### src/rtl/alu_arb_pkg.sv
// Shared definitions for the two-requester ALU arbiter: state encodings, ALU control codes, defaults.
package alu_arb_pkg;

  localparam int W_DEF    = 8;
  localparam int NOPS_DEF = 7;

  typedef enum logic [1:0] {
    ST_IDLE = 2'b00,
    ST_LOAD = 2'b01,
    ST_WAIT = 2'b10,
    ST_DONE = 2'b11
  } state_e;

  localparam logic [2:0] SEL_PERSIST = 3'b100;
  localparam logic [2:0] SEL_LOAD    = 3'b010;
  localparam logic [2:0] SEL_RESET   = 3'b001;

  // Exactly one bit set (op selects are at most 32 bits wide).
  function automatic logic is_onehot(input logic [31:0] v);
    return (v != 32'd0) && ((v & (v - 32'd1)) == 32'd0);
  endfunction

endpackage

### src/rtl/alu_arb_pick.sv
// Combinational winner select between two requesters.
// ALU_ARB_RR_EN defined: round-robin against the last grant; undefined: fixed req0 priority.
module alu_arb_pick (
  input  logic req0_i,
  input  logic req1_i,
`ifdef ALU_ARB_RR_EN
  input  logic last_i,
`endif
  output logic win_o,
  output logic any_o
);

  assign any_o = req0_i | req1_i;

  // win_o = 1 selects requester 1
  always_comb begin
    win_o = 1'b0;
`ifdef ALU_ARB_RR_EN
    if (req0_i && req1_i) begin
      win_o = ~last_i;
    end else begin
      win_o = req1_i;
    end
`else
    if (req0_i) begin
      win_o = 1'b0;
    end else begin
      win_o = req1_i;
    end
`endif
  end

endmodule

### src/rtl/alu_req_arbiter.sv
// Shares one ALU between two requesters: grant, load operands, wait ALU_LAT cycles, return result.
// Build option ALU_ARB_RR_EN selects round-robin arbitration instead of fixed req0 priority.
module alu_req_arbiter
  import alu_arb_pkg::*;
#(
  parameter int W       = W_DEF,
  parameter int NOPS    = NOPS_DEF,
  parameter int ALU_LAT = 1
) (
  input  logic            clk,
  input  logic            rst,
  input  logic            on,
  input  logic            req0,
  input  logic [NOPS-1:0] op0,
  input  logic [W-1:0]    a0,
  input  logic [W-1:0]    b0,
  input  logic            req1,
  input  logic [NOPS-1:0] op1,
  input  logic [W-1:0]    a1,
  input  logic [W-1:0]    b1,
  output logic            done0,
  output logic            done1,
  output logic            err,
  output logic [W-1:0]    result,
  output logic [2:0]      alu_in_sel,
  output logic [W-1:0]    alu_num1,
  output logic [W-1:0]    alu_num2,
  output logic [NOPS-1:0] alu_out_sel,
  input  logic [W-1:0]    alu_out,
  output logic            busy,
  output logic [1:0]      curr_state
);

  localparam logic [2:0] LAT_M1 = 3'(ALU_LAT - 1);

  state_e          state_q;
  logic            gnt_q;
  logic [2:0]      cnt_q;
  logic            done0_q;
  logic            done1_q;
  logic            err_q;
  logic [W-1:0]    result_q;
  logic [2:0]      in_sel_q;
  logic [W-1:0]    num1_q;
  logic [W-1:0]    num2_q;
  logic [NOPS-1:0] osel_q;
  logic            win_s;
  logic            any_s;
  logic [NOPS-1:0] win_op_s;
  logic [W-1:0]    win_a_s;
  logic [W-1:0]    win_b_s;
`ifdef ALU_ARB_RR_EN
  logic            last_q;
`endif

  alu_arb_pick u_pick (
    .req0_i (req0),
    .req1_i (req1),
`ifdef ALU_ARB_RR_EN
    .last_i (last_q),
`endif
    .win_o  (win_s),
    .any_o  (any_s)
  );

  assign win_op_s = win_s ? op1 : op0;
  assign win_a_s  = win_s ? a1  : a0;
  assign win_b_s  = win_s ? b1  : b0;

  // Operand/op latches double as the ALU drive registers; they change only on entering LOAD.
  always_ff @(posedge clk) begin
    if (!rst) begin
      state_q  <= ST_IDLE;
      gnt_q    <= 1'b0;
      cnt_q    <= 3'd0;
      done0_q  <= 1'b0;
      done1_q  <= 1'b0;
      err_q    <= 1'b0;
      result_q <= '0;
      in_sel_q <= SEL_RESET;
      num1_q   <= '0;
      num2_q   <= '0;
      osel_q   <= '0;
`ifdef ALU_ARB_RR_EN
      last_q   <= 1'b1;
`endif
    end else begin
      done0_q <= 1'b0;
      done1_q <= 1'b0;
      err_q   <= 1'b0;
      case (state_q)
        ST_IDLE: begin
          in_sel_q <= SEL_PERSIST;
          if (on && any_s) begin
            gnt_q <= win_s;
            if (is_onehot(32'(win_op_s))) begin
              state_q  <= ST_LOAD;
              in_sel_q <= SEL_LOAD;
              num1_q   <= win_a_s;
              num2_q   <= win_b_s;
              osel_q   <= win_op_s;
            end else begin
              // Malformed op: skip the ALU entirely and complete with an error.
              state_q  <= ST_DONE;
              err_q    <= 1'b1;
              result_q <= '0;
              done0_q  <= ~win_s;
              done1_q  <= win_s;
            end
          end else begin
            state_q <= ST_IDLE;
          end
        end
        ST_LOAD: begin
          in_sel_q <= SEL_PERSIST;
          cnt_q    <= 3'd0;
          state_q  <= ST_WAIT;
        end
        ST_WAIT: begin
          in_sel_q <= SEL_PERSIST;
          if (cnt_q == LAT_M1) begin
            result_q <= alu_out;
            done0_q  <= ~gnt_q;
            done1_q  <= gnt_q;
            state_q  <= ST_DONE;
          end else begin
            cnt_q <= cnt_q + 3'd1;
          end
        end
        ST_DONE: begin
          in_sel_q <= SEL_PERSIST;
          state_q  <= ST_IDLE;
`ifdef ALU_ARB_RR_EN
          last_q   <= gnt_q;
`endif
        end
        default: begin
          in_sel_q <= SEL_PERSIST;
          state_q  <= ST_IDLE;
        end
      endcase
    end
  end

  assign done0       = done0_q;
  assign done1       = done1_q;
  assign err         = err_q;
  assign result      = result_q;
  assign alu_in_sel  = in_sel_q;
  assign alu_num1    = num1_q;
  assign alu_num2    = num2_q;
  assign alu_out_sel = osel_q;
  assign busy        = (state_q != ST_IDLE);
  assign curr_state  = state_q;

endmodule

### config.mk
export PLATFORM = sky130hd
export DESIGN_NAME = alu_req_arbiter
export DESIGN_NICKNAME = d
export VERILOG_FILES = /design/src/rtl/alu_arb_pkg.sv /design/src/rtl/alu_arb_pick.sv /design/src/rtl/alu_req_arbiter.sv
export SDC_FILE = /design/constraint.sdc
export NUM_CORES = 1
export LEC_CHECK = 0
export CELL_PAD_IN_SITES_DETAIL_PLACEMENT = 2
export CELL_PAD_IN_SITES_GLOBAL_PLACEMENT = 2
export CORE_MARGIN = 4
export CORE_UTILIZATION = 25
export DETAILED_ROUTE_END_ITERATION = 12
export PLACE_DENSITY_LB_ADDON = 0.25
export SLEW_MARGIN = 20
export SYNTH_ARGS = -nofsm -noshare
export SYNTH_HDL_FRONTEND = slang
export SYNTH_SLANG_ARGS = --single-unit
### constraint.sdc
create_clock -name clk -period 5.1 [get_ports clk]
set_input_delay 1.02 -clock clk [delete_from_list [all_inputs] [get_ports clk]]
set_output_delay 1.02 -clock clk [all_outputs]
set_load 0.03 [all_outputs]
==> results_tabular.tex <==
\begin{tabular}{lr}
\hline
Metric & Value \\
\hline
\multicolumn{2}{l}{\textbf{Pwr}} \\
Leakage power figure & 1.23 nW \\
P per Cell Area & 230 nW/um2 \\
IR drop worst, VDD & 0.0000945 V \\
\multicolumn{2}{l}{\textbf{Global routing}} \\
Pin count of the biggest net entering global routing & 48 \\
Global route overflow & 0 \\
Total GRT Usage & 13.2\% \\
Wire length of the first global-routing pass & 10.5 mm \\
Initial antenna violation count & 0 \\
Via count of the first global-routing pass & 2108 \\
\multicolumn{2}{l}{\textbf{Floorplanning}} \\
Ports & 99 \\
Area of the core region & 8180 um2 \\
Initial core utilization & 25.7\% \\
Die Outline Area & 9920 um2 \\
Std-Cell Rows & 33 \\
Width of the die & 99.6 um \\
Die boundary height & 99.6 um \\
\multicolumn{2}{l}{\textbf{Drt}} \\
DRC & 0 \\
Total wire length & 6.27 mm \\
DRT iter0 DRCs & 48 \\
Number of vias per cell after detailed routing & 4.60 \\
Via total after detailed routing & 1959 \\
Number of nets still failing antenna checks after routing & 0 \\
Wire length per cell after detailed routing & 14.7 um \\
Drt first pass iters & 4 \\
\multicolumn{2}{l}{\textbf{CTS}} \\
CTS tree & done \\
Clock tree root buffer cell & clkbuf\_8 \\
Cts hold-fix bufs & 0 \\
Resized Gates After CTS & 0 \\
Htree depth & 2 \\
Clock slew at reported path FFs & 0.09 ns \\
Clock insertion delay at the later pin of the skew report & 0.30 ns \\
Num CTS Buffers & 5 \\
Number of clock sinks & 43 \\
Deepest clock path buffer count & 2 \\
Setup Fix Bufs, Post-CTS & 0 \\
\multicolumn{2}{l}{\textbf{Yosys}} \\
Fraction of post-synthesis cell area in the top cell type by area & 41.1\% \\
Cells taking the most area after synthesis & dfxtp\_1 (41\%), mux2i\_1 (16\%), nor2\_1 (6.6\%) \\
Mean instance size in the synthesized netlist & 9.28 um2 \\
Syn Nets & 291 \\
Post-synthesis register bit count & 43 \\
Post-Synthesis Cell Area & 2100 um2 \\
YS warnings & 0 \\
Post-synthesis cell type count & 33 \\
Post-synthesis sequential area ratio & 41.1\% \\
Post-synthesis cell count & 226 \\
Largest area contributor in the netlist & dfxtp\_1 \\
\multicolumn{2}{l}{\textbf{Setup path}} \\
Data required, critical path & 5.32 ns \\
Launching element type of the critical path & input pin \\
Cell with the biggest individual delay on the critical path & nand2b\_2 \\
Worst Setup End Kind & flop \\
Crit path kind & in -> reg \\
Sequence of cells on the critical path & clkdlybuf4s50\_1, nand2b\_2, buf\_4, nor2\_1, a311oi\_2, mux2i\_2, nor3\_4, buf\_4, nor2\_1, a211oi\_1 \\
Arrival time of data at the critical path endpoint & 3.83 ns \\
Number of buffers and inverters on the critical path & 3 \\
Top Family by Delay on Critical Path & buffers and inverters \\
Largest incremental delay on the critical path & 0.51 ns \\
Register-to-register setup slack & 3.18 ns \\
Worst Path Max Fanout & 47 \\
\multicolumn{2}{l}{\textbf{STA}} \\
Worst clock skew & 0.00665 ns \\
Crit path time final & 3.61 ns \\
Count of pins over their slew limit & 0 \\
Worst-case headroom to the max-slew limit & 60.0\% \\
Fin crit share & 70.9\% \\
Sum of negative setup slack & 0 ns \\
Maximum clock rate & 277 MHz \\
Unrepaired setup endpoints after global routing & no \\
Hold Fails Final Rpt & 0 \\
Count of final setup violators & 0 \\
Transition time at the pin with the least slew margin & 0.600 ns \\
\multicolumn{2}{l}{\textbf{Final layout}} \\
Share of post-route cells with drive strength above 1 & 8.72\% \\
Number of diodes & 0 \\
Final-layout fill cell count & 918 \\
Synthesis-to-layout area growth & 55.0\% \\
Total number of nets in the final design & 385 \\
Share of the core filled with cells & 39.8\% \\
\multicolumn{2}{l}{\textbf{Placement}} \\
DPL Wire Length & 4.81 mm \\
Weighted congestion at the end of routability-driven global placement & 0.658 \\
Number of input and output port buffers inserted & 98 \\
\multicolumn{2}{l}{\textbf{Min path}} \\
Hold crit path type & reg -> reg \\
\multicolumn{2}{l}{\textbf{Run}} \\
Count of maximum capacitance violations & 0 \\
\multicolumn{2}{l}{\textbf{Outcome}} \\
Status & completed \\
\hline
\end{tabular}
## cell usage after synthesis, drive strengths merged
cell     count
buf         10
a2bb2oi      1
mux2         1
mux2i       34
o21ai        4
o21a         1
a211oi      22
o31a         1
nand3        3
o21bai       1
and3         1
inv          7
o32ai        1
o2bb2ai      1
clkbuf       4
a31oi        4
dfxtp       43
nor2        37
and2         2
a21oi        4
ha           6
nor4         1
a311oi       1
nand2       28
nor3         4
nand2b       4
## final cells by class
cell class                 count  area (um2)  area share, %
tap                          105         131           4.04
clock inverter                 2        12.5          0.385
clock buffer                   6        72.6           2.23
multi-input combinational    162        1140           35.2
inverter                       7        26.3          0.808
timing repair buffer         101        1000           30.9
sequential                    43         861           26.5
## worst register-to-register path: stages (launching register included)
cell      delay (ns)
dfxtp_1         0.37
inv_1           0.10
ha_1            0.18
nand2_1         0.17
nor3_4          0.22
buf_4           0.46
nor2_1          0.12
a211oi_1        0.23
## per-layer routing
layer / vias up / part of all wire [%] / track usage (%)
met3: 5 / 7.7 / 3.79
met1: 924 / 43 / 16.4
met4: 0 / 1.1 / 4.10
met5: - / 0 / 0
li1: 970 / - / -
met2: 60 / 48 / 22.1
## registers in the layout, summed over array words and instances (netlist names)
signal / cells
curr_state: 2
alu_num1: 8
alu_in_sel: 3
done0: 1
done1: 1
err: 1
alu_num2: 8
cnt_q: 3
result: 8
gnt_q: 1
alu_out_sel: 7
## layout by cell type (no fill, tap or decap), types with 4 or more instances in the layout
cell	instances
a211oi_1	12
clkbuf_8	5
ha_1	6
clkdlybuf4s50_1	98
o21ai_0	4
inv_1	7
mux2i_1	33
a211oi_2	10
a31oi_1	4
nor2_1	37
nand2_1	28
dfxtp_1	43
## path summary, 6_finish.rpt
path	depth (start not counted)	from	endpoint
worst min register to register	2	result[0]	result[0]
worst min-delay path	2	result[0]	result[0]
worst max register to register	7	curr_state[1]	alu_num1[4]
worst max-delay path	10	req0	alu_num1[4]
## power by group
group / leakage (nW) / switching (mW) / internal, mW
logic: 0.839 / 0.0871 / 0.0900
registers: 0.348 / 0.00640 / 0.346
clock network: 0.0412 / 0.122 / 0.0959
## kinds of logic after synthesis
| kind of cell | share of synthesized area [%] |
|---|---|
| buf+inv | 4.83 |
| flops | 41.1 |
| compound gates | 17.5 |
| fa+ha+maj | 3.58 |
| mux | 17.1 |
| simple gates | 15.9 |
## per-stage QoR
stage                     std cells  instance area (um2)  setup slack (ns)  total power [mW]  hold WS [ns]
after floorplan                 226                 2100              2.37             0.451         0.426
after detailed placement        418                 3170              1.13             0.539         0.455
after global routing            426                 3250              1.24             0.786         0.477
after global placement          418                 3170              1.25             0.537         0.443
final                           426                 3250              1.49             0.747         0.460
after CTS                       426                 3250              1.44             0.758         0.468
Power figures use the tool's default switching activity.
